[config.mk]
export PLATFORM = sky130hd
export DESIGN_NAME = sfx_mixer_flat
export DESIGN_NICKNAME = d
export VERILOG_FILES = /design/src/rtl/sfx_mixer_if.sv /design/src/rtl/sfx_mixer.sv /design/src/flat_wrapper.sv
export SDC_FILE = /design/constraint.sdc
export NUM_CORES = 1
export LEC_CHECK = 0
export BUFFER_PORTS_ARGS = -buffer_cell sky130_fd_sc_hd__buf_2
export CORE_UTILIZATION = 57
export CTS_BUF_LIST = sky130_fd_sc_hd__clkbuf_4 sky130_fd_sc_hd__clkbuf_8 sky130_fd_sc_hd__clkbuf_16
export CTS_CLUSTER_SIZE = 10
export DETAILED_ROUTE_END_ITERATION = 10
export GPL_TIMING_DRIVEN = 0
export PLACE_DENSITY = 0.84
export SLEW_MARGIN = 10
export SYNTH_ARGS = -nofsm -noshare
export SYNTH_HDL_FRONTEND = slang
export SYNTH_SLANG_ARGS = --single-unit
[constraint.sdc]
create_clock -name clk -period 3.1 [get_ports clk]
set_input_delay 0.62 -clock clk [delete_from_list [all_inputs] [get_ports clk]]
set_output_delay 0.62 -clock clk [all_outputs]
set_load 0.01 [all_outputs]
[src/rtl/sfx_mixer_if.sv]
// Game-audio bundle between the controller and the sfx_mixer output stage.
// The master drives the BGM, event pulses and volume/mute; the slave returns the buzzer drive and effect state.
interface sfx_mixer_if;
  logic       bgm_beep;
  logic       shot_pulse;
  logic       hit_pulse;
  logic       bomb_pulse;
  logic [2:0] vol;
  logic       mute;
  logic       audio_out;
  logic [1:0] sfx_state;

  modport master (
    output bgm_beep, shot_pulse, hit_pulse, bomb_pulse, vol, mute,
    input  audio_out, sfx_state
  );

  modport slave (
    input  bgm_beep, shot_pulse, hit_pulse, bomb_pulse, vol, mute,
    output audio_out, sfx_state
  );
endinterface

[src/rtl/sfx_mixer.sv]
// Buzzer output stage: priority sound effects (shot/hit/bomb) replace the BGM,
// followed by 3-bit PWM volume and mute into a registered buzzer drive.
module sfx_mixer #(
  parameter int unsigned TICK     = 50_000,
  parameter int unsigned SHOT_P0  = 20_000,
  parameter int unsigned SHOT_DP  = 400,
  parameter int unsigned SHOT_LEN = 60,
  parameter int unsigned HIT_P0   = 80_000,
  parameter int unsigned HIT_DP   = 1_000,
  parameter int unsigned HIT_LEN  = 150,
  parameter int unsigned BOMB_NP  = 4_000,
  parameter int unsigned BOMB_LEN = 800
) (
  input  logic        clk,
  input  logic        rst_n,
  sfx_mixer_if.slave  bus
);

  localparam int unsigned PW = 18;
  localparam int unsigned MW = 10;
  localparam int unsigned TW = 16;
  localparam int unsigned LW = 16;
  localparam int unsigned NW = (BOMB_NP > 1) ? $clog2(BOMB_NP) : 1;
  localparam logic [LW-1:0] LFSR_SEED = 16'hACE1;

  // Encoding doubles as priority: a larger value wins.
  typedef enum logic [1:0] {
    ST_IDLE = 2'd0,
    ST_SHOT = 2'd1,
    ST_HIT  = 2'd2,
    ST_BOMB = 2'd3
  } state_t;

  state_t          state_q, state_d;
  logic [TW-1:0]   tick_q, tick_d;
  logic [MW-1:0]   ms_q, ms_d;
  logic [PW-1:0]   tone_cnt_q, tone_cnt_d;
  logic [PW-1:0]   period_q, period_d;
  logic [NW-1:0]   np_q, np_d;
  logic [LW-1:0]   lfsr_q, lfsr_d;
  logic [2:0]      pwm_q, pwm_d;
  logic            audio_q, audio_d;

  state_t          req;
  state_t          eff_state;
  logic            accept;
  logic            tick_wrap;
  logic            end_now;
  logic [MW-1:0]   len_m1;
  logic            tone;
  logic            src;

  // State and counter registers
  always_ff @(posedge clk or negedge rst_n) begin
    if (!rst_n) begin
      state_q    <= ST_IDLE;
      tick_q     <= '0;
      ms_q       <= '0;
      tone_cnt_q <= '0;
      period_q   <= '0;
      np_q       <= '0;
      lfsr_q     <= LFSR_SEED;
      pwm_q      <= '0;
      audio_q    <= 1'b0;
    end else begin
      state_q    <= state_d;
      tick_q     <= tick_d;
      ms_q       <= ms_d;
      tone_cnt_q <= tone_cnt_d;
      period_q   <= period_d;
      np_q       <= np_d;
      lfsr_q     <= lfsr_d;
      pwm_q      <= pwm_d;
      audio_q    <= audio_d;
    end
  end

  // Next-state, effect counters and output mixing
  always_comb begin
    state_d    = state_q;
    tick_d     = tick_q;
    ms_d       = ms_q;
    tone_cnt_d = tone_cnt_q;
    period_d   = period_q;
    np_d       = np_q;
    lfsr_d     = lfsr_q;
    pwm_d      = pwm_q + 3'd1;
    len_m1     = '0;
    tone       = 1'b0;

    case (state_q)
      ST_SHOT: len_m1 = MW'(SHOT_LEN - 1);
      ST_HIT:  len_m1 = MW'(HIT_LEN - 1);
      ST_BOMB: len_m1 = MW'(BOMB_LEN - 1);
      default: len_m1 = '0;
    endcase

    tick_wrap = (state_q != ST_IDLE) && (tick_q == TW'(TICK - 1));
    end_now   = tick_wrap && (ms_q == len_m1);

    if (bus.bomb_pulse)      req = ST_BOMB;
    else if (bus.hit_pulse)  req = ST_HIT;
    else if (bus.shot_pulse) req = ST_SHOT;
    else                     req = ST_IDLE;

    // A pulse landing on the final tick competes against IDLE, not the ending effect.
    eff_state = end_now ? ST_IDLE : state_q;
    accept    = (req != ST_IDLE) && (req >= eff_state);

    if (state_q != ST_IDLE) begin
      tick_d     = tick_wrap ? '0 : tick_q + TW'(1);
      tone_cnt_d = (tone_cnt_q >= period_q - PW'(1)) ? '0 : tone_cnt_q + PW'(1);
      if (tick_wrap) begin
        ms_d = ms_q + MW'(1);
        if (state_q == ST_SHOT) period_d = period_q + PW'(SHOT_DP);
        if (state_q == ST_HIT)  period_d = period_q + PW'(HIT_DP);
      end
      if (state_q == ST_BOMB) begin
        if (np_q == NW'(BOMB_NP - 1)) begin
          np_d   = '0;
          lfsr_d = {lfsr_q[0] ^ lfsr_q[2] ^ lfsr_q[3] ^ lfsr_q[5], lfsr_q[LW-1:1]};
        end else begin
          np_d = np_q + NW'(1);
        end
      end
      if (end_now) begin
        state_d    = ST_IDLE;
        tick_d     = '0;
        ms_d       = '0;
        tone_cnt_d = '0;
        period_d   = '0;
        np_d       = '0;
      end
    end

    if (accept) begin
      state_d    = req;
      tick_d     = '0;
      ms_d       = '0;
      tone_cnt_d = '0;
      np_d       = '0;
      case (req)
        ST_SHOT: period_d = PW'(SHOT_P0);
        ST_HIT:  period_d = PW'(HIT_P0);
        default: period_d = '0;
      endcase
    end

    case (state_q)
      ST_SHOT, ST_HIT: tone = (tone_cnt_q >= (period_q >> 1));
      ST_BOMB:         tone = lfsr_q[0];
      default:         tone = 1'b0;
    endcase

    src     = (state_q != ST_IDLE) ? tone : bus.bgm_beep;
    audio_d = !bus.mute && src && (pwm_q < bus.vol);
  end

  assign bus.audio_out = audio_q;
  assign bus.sfx_state = state_q;

endmodule

[src/flat_wrapper.sv]
// flat-port wrapper written by rule: the top's interface ports become plain ports
module sfx_mixer_flat 
#(
  parameter int unsigned TICK     = 50_000,
  parameter int unsigned SHOT_P0  = 20_000,
  parameter int unsigned SHOT_DP  = 400,
  parameter int unsigned SHOT_LEN = 60,
  parameter int unsigned HIT_P0   = 80_000,
  parameter int unsigned HIT_DP   = 1_000,
  parameter int unsigned HIT_LEN  = 150,
  parameter int unsigned BOMB_NP  = 4_000,
  parameter int unsigned BOMB_LEN = 800
)
  (clk, rst_n, bus_bgm_beep, bus_shot_pulse, bus_hit_pulse, bus_bomb_pulse, bus_vol, bus_mute, bus_audio_out, bus_sfx_state);
  sfx_mixer_if bus_i ();
  input  logic clk;
  input  logic rst_n;
  input wire logic [$bits(bus_i.bgm_beep)-1:0] bus_bgm_beep;
  input wire logic [$bits(bus_i.shot_pulse)-1:0] bus_shot_pulse;
  input wire logic [$bits(bus_i.hit_pulse)-1:0] bus_hit_pulse;
  input wire logic [$bits(bus_i.bomb_pulse)-1:0] bus_bomb_pulse;
  input wire logic [$bits(bus_i.vol)-1:0] bus_vol;
  input wire logic [$bits(bus_i.mute)-1:0] bus_mute;
  output wire logic [$bits(bus_i.audio_out)-1:0] bus_audio_out;
  output wire logic [$bits(bus_i.sfx_state)-1:0] bus_sfx_state;
  assign bus_i.bgm_beep = bus_bgm_beep;
  assign bus_i.shot_pulse = bus_shot_pulse;
  assign bus_i.hit_pulse = bus_hit_pulse;
  assign bus_i.bomb_pulse = bus_bomb_pulse;
  assign bus_i.vol = bus_vol;
  assign bus_i.mute = bus_mute;
  assign bus_audio_out = bus_i.audio_out;
  assign bus_sfx_state = bus_i.sfx_state;
  sfx_mixer #(.TICK(TICK), .SHOT_P0(SHOT_P0), .SHOT_DP(SHOT_DP), .SHOT_LEN(SHOT_LEN), .HIT_P0(HIT_P0), .HIT_DP(HIT_DP), .HIT_LEN(HIT_LEN), .BOMB_NP(BOMB_NP), .BOMB_LEN(BOMB_LEN)) u_core (.clk(clk), .rst_n(rst_n), .bus(bus_i));
endmodule
==> key figures <==
Placed design
  • Worst slack at placement: -0.649 ns
  • I/O Buffers: 12
  • Gp weighted congestion: 0.901
  • Placed cells: 810
  • DP Area: around 0.0065 mm²
  • Post-DP HPWL: roughly 11000 µm

Routing
  • Final ANT Viol Nets: 0
  • Vias/cell: about 6.9
  • First-pass detailed-route iteration total: 6
  • DR WL/cell: ~23 µm
  • Iter 0 DRT Violations: 874
  • # DRC: 0
  • Final Routed Wirelength: 19800 µm
  • Detailed-route via count: between 5000 and 6000

Clock network
  • Root buffer cell: clkbuf_8
  • Worst-path clk slew: between 0.1 and 0.15 ns
  • Clock sink total: slightly above 90
  • Worst-Skew Late Latency: roughly 0.39 ns
  • CTS buffer count: 9
  • CTS tree: yes
  • Clock Path Buffers: 2
  • Htree depth: 3

Global routing
  • Vias in the first global route: around 5500
  • Largest net degree at the start of global routing: between 60 and 70
  • First-pass GRT wire length: ~26000 µm
  • Initial antenna violation count: 0
  • GRT Total Usage: between 20% and 30%
  • Overflow after GRT: 0

STA
  • Slack of the critical path: -0.514 ns
  • Slew at the pin closest to its max-slew limit: approximately 0.77 ns
  • Final Hold Vio Count: 0
  • RSZ-0062 raised after global routing: yes
  • Clock skew: between 0.02 and 0.025 ns
  • Hold_ws: about 0.15 ns
  • Final setup fails: 73
  • Highest Clock Rate: roughly 0.28 GHz
  • Period utilisation layout: 117%
  • Final min period: approximately 3.6 ns
  • Slew HR: 48.7%
  • Final Max Slew Viols: 0

Critical path
  • CP max FO: 10
  • Worst setup SP type: register
  • Crit path DAT: 3.90 ns
  • Critical Path RT: ~3.4 ns
  • Worst Path Class, Setup: reg2reg
  • Crit end category: register

Min path
  • Hold WC Path Type: in2async

Finish
  • Share of cells above drive strength 1: around 28%
  • Ant diodes: 0
  • Multi-input gate area: a little over 0.004 mm²
  • Post-route cell area: roughly 0.0076 mm²
  • Seq. cell area: approximately 0.0023 mm²
  • Filler cells: 666
  • Synthesis-to-layout area growth: 23.7%
  • Final net count: 783
  • Commonest non-fill, non-tap cell in the layout: dfrtp_1
  • Most frequent cells in the layout: dfrtp_1 (82), ha_1 (50), nand2_1 (46)
  • Layout Cells excl Fill: around 860

Power and ir drop
  • Static leakage: ~3.2 nW
  • Pwr dens: 769 mW/mm²
  • VDD IR-drop max: ~0.5 mV

Logic synthesis
  • Post-synthesis cell count: between 600 and 700
  • Area leader, netlist: dfrtp_1
  • Synth Warn #: 0
  • Seq cells post-synth: 93
  • Mapped Nets: ~730
  • Post-synth ARST share: between 90% and 100%
  • Yosys top cell area share: between 30% and 40%
  • EDFF count, synth: 0
  • Syn Area/Cell: slightly above 9 µm²
  • Top_reg_cell synth: dfrtp_1
  • Synth Cell Area: 0.00615 mm²
  • Library cells used by synthesis: 63
  • Register area share after synthesis: 38.0%
  • Synth top area cells: dfrtp_1 (35%), ha_1 (11%), xnor2_1 (5.7%)

Status
  • Status: finished with violations
  • Failing checks: negative setup slack

Run
  • Max cap viols: 0

Floorplanning
  • Top Ports: 13
  • Starting Density: between 50% and 60%
  • Die area: 0.0112 mm²
  • Die W: about 110 µm
  • Cell row count: 37
  • Core Area: about 0.010 mm²
  • Die Span Y: 106 µm
-- what timing repair did --
item / 4_1_cts / 5_1_grt
buffers inserted: 19 / 13
cloned: 1 / 2
endpoints found under the setup margin: 73 / 72
pin swaps: 31 / 22
hold buffers: 0 / 0
gates resized for setup: 68 / 100
-- layer usage --
metal,global-route usage [%],routed length (µm),vias up,part of all wire [%]
li1,-,-,2522,-
met1,35.4,7200,2833,36
met2,49.8,9440,412,48
met3,6.80,1690,152,8.5
met4,14.5,1500,0,7.5
met5,0,0,-,0
-- state kept, by name (all words and copies together), names as in the netlist --
name,count
u_core.lfsr_q,16
u_core.tone_cnt_q,18
u_core.period_q,15
u_core.bus.audio_out,1
u_core.np_q,12
u_core.tick_q,16
u_core.ms_q,10
u_core.pwm_q,3
u_core.bus.sfx_state,2
-- worst max-delay path, cell delays in order, from the launching register on --
cell	delay, ns
dfrtp_1	0.46
ha_1	0.25
and3_1	0.26
nand4_1	0.25
buf_2	0.42
o21ai_2	0.19
ha_4	0.37
a21o_4	0.17
buf_4	0.12
buf_12	0.11
nand2_8	0.09
a2111oi_4	0.47
mux2_4	0.34
-- where the power goes --
group | total [W] | leakage [nW] | switching, W | internal [W]
logic | 0.00351 | 1.85 | 0.00204 | 0.00147
clock network | 0.000834 | 0.0911 | 0.000523 | 0.000312
registers | 0.00151 | 1.24 | 0.000183 | 0.00132
total | 0.00585 | 3.18 | 0.00275 | 0.00311
-- layout make-up --
| class | count | share of cell area (%) |
|---|---|---|
| well taps | 136 | 2.24 |
| clock inverters | 7 | 0.904 |
| inverters | 32 | 1.68 |
| repair buffers | 48 | 5.46 |
| clock buffers | 9 | 1.63 |
| multi-input cells | 512 | 54.4 |
| plain buffers | 21 | 2.91 |
| flip-flops and latches | 93 | 30.8 |
-- cell usage after synthesis (8+ instances only) --
cell type,number
xnor2_1,40
inv_1,32
and3_1,11
xor2_1,17
nand4_1,19
clkbuf_1,14
o211ai_1,8
o21ai_0,27
dfstp_2,8
mux2_2,19
a21o_1,11
nor4_1,19
buf_2,8
a211oi_1,10
a21oi_1,25
nor3_1,23
dfrtp_1,85
nand2_1,49
nor2_1,67
ha_1,56
nand3_1,26
-- worst paths after layout --
check / from / end / slack (ns) / cells after the start
max: u_core.tick_q[1]$_DFFE_PN0P_ / u_core.period_q[15]$_DFFE_PN0P_ / -0.51 / 12
min: rst_n / u_core.tone_cnt_q[6]$_DFFE_PN0P_ / 0.15 / 1
max reg2reg: u_core.tick_q[1]$_DFFE_PN0P_ / u_core.period_q[15]$_DFFE_PN0P_ / -0.51 / 12
min reg2reg: u_core.pwm_q[0]$_DFF_PN0_ / u_core.pwm_q[0]$_DFF_PN0_ / 0.48 / 1
max in group asynchronous: rst_n / u_core.lfsr_q[15]$_DFFE_PN1P_ / 2.23 / 2
min in group clk: u_core.pwm_q[0]$_DFF_PN0_ / u_core.pwm_q[0]$_DFF_PN0_ / 0.48 / 1
-- cells by family (layout without fill, tap and decap cells) --
group / Yosys count / after routing / share of synthesized area, %
compound gates: 134 / 134 / 15.2
xor+xnor: 57 / 57 / 8.12
fa+ha+maj: 56 / 56 / 11.4
buf+inv: 56 / 117 / 3.70
flops: 93 / 93 / 38.0
mux: 21 / 21 / 3.80
simple gates: 244 / 244 / 19.7
-- per-stage QoR --
stage                     util, %  power, W  TNS, ns
after floorplan                 -   0.00303        0
after global placement       62.3   0.00353   -24.77
after detailed placement     62.6   0.00362   -31.22
after CTS                    68.6   0.00489    -2.29
after global routing         73.4   0.00608   -29.47
final                        73.4   0.00585   -25.65
Power figures use the tool's default switching activity.
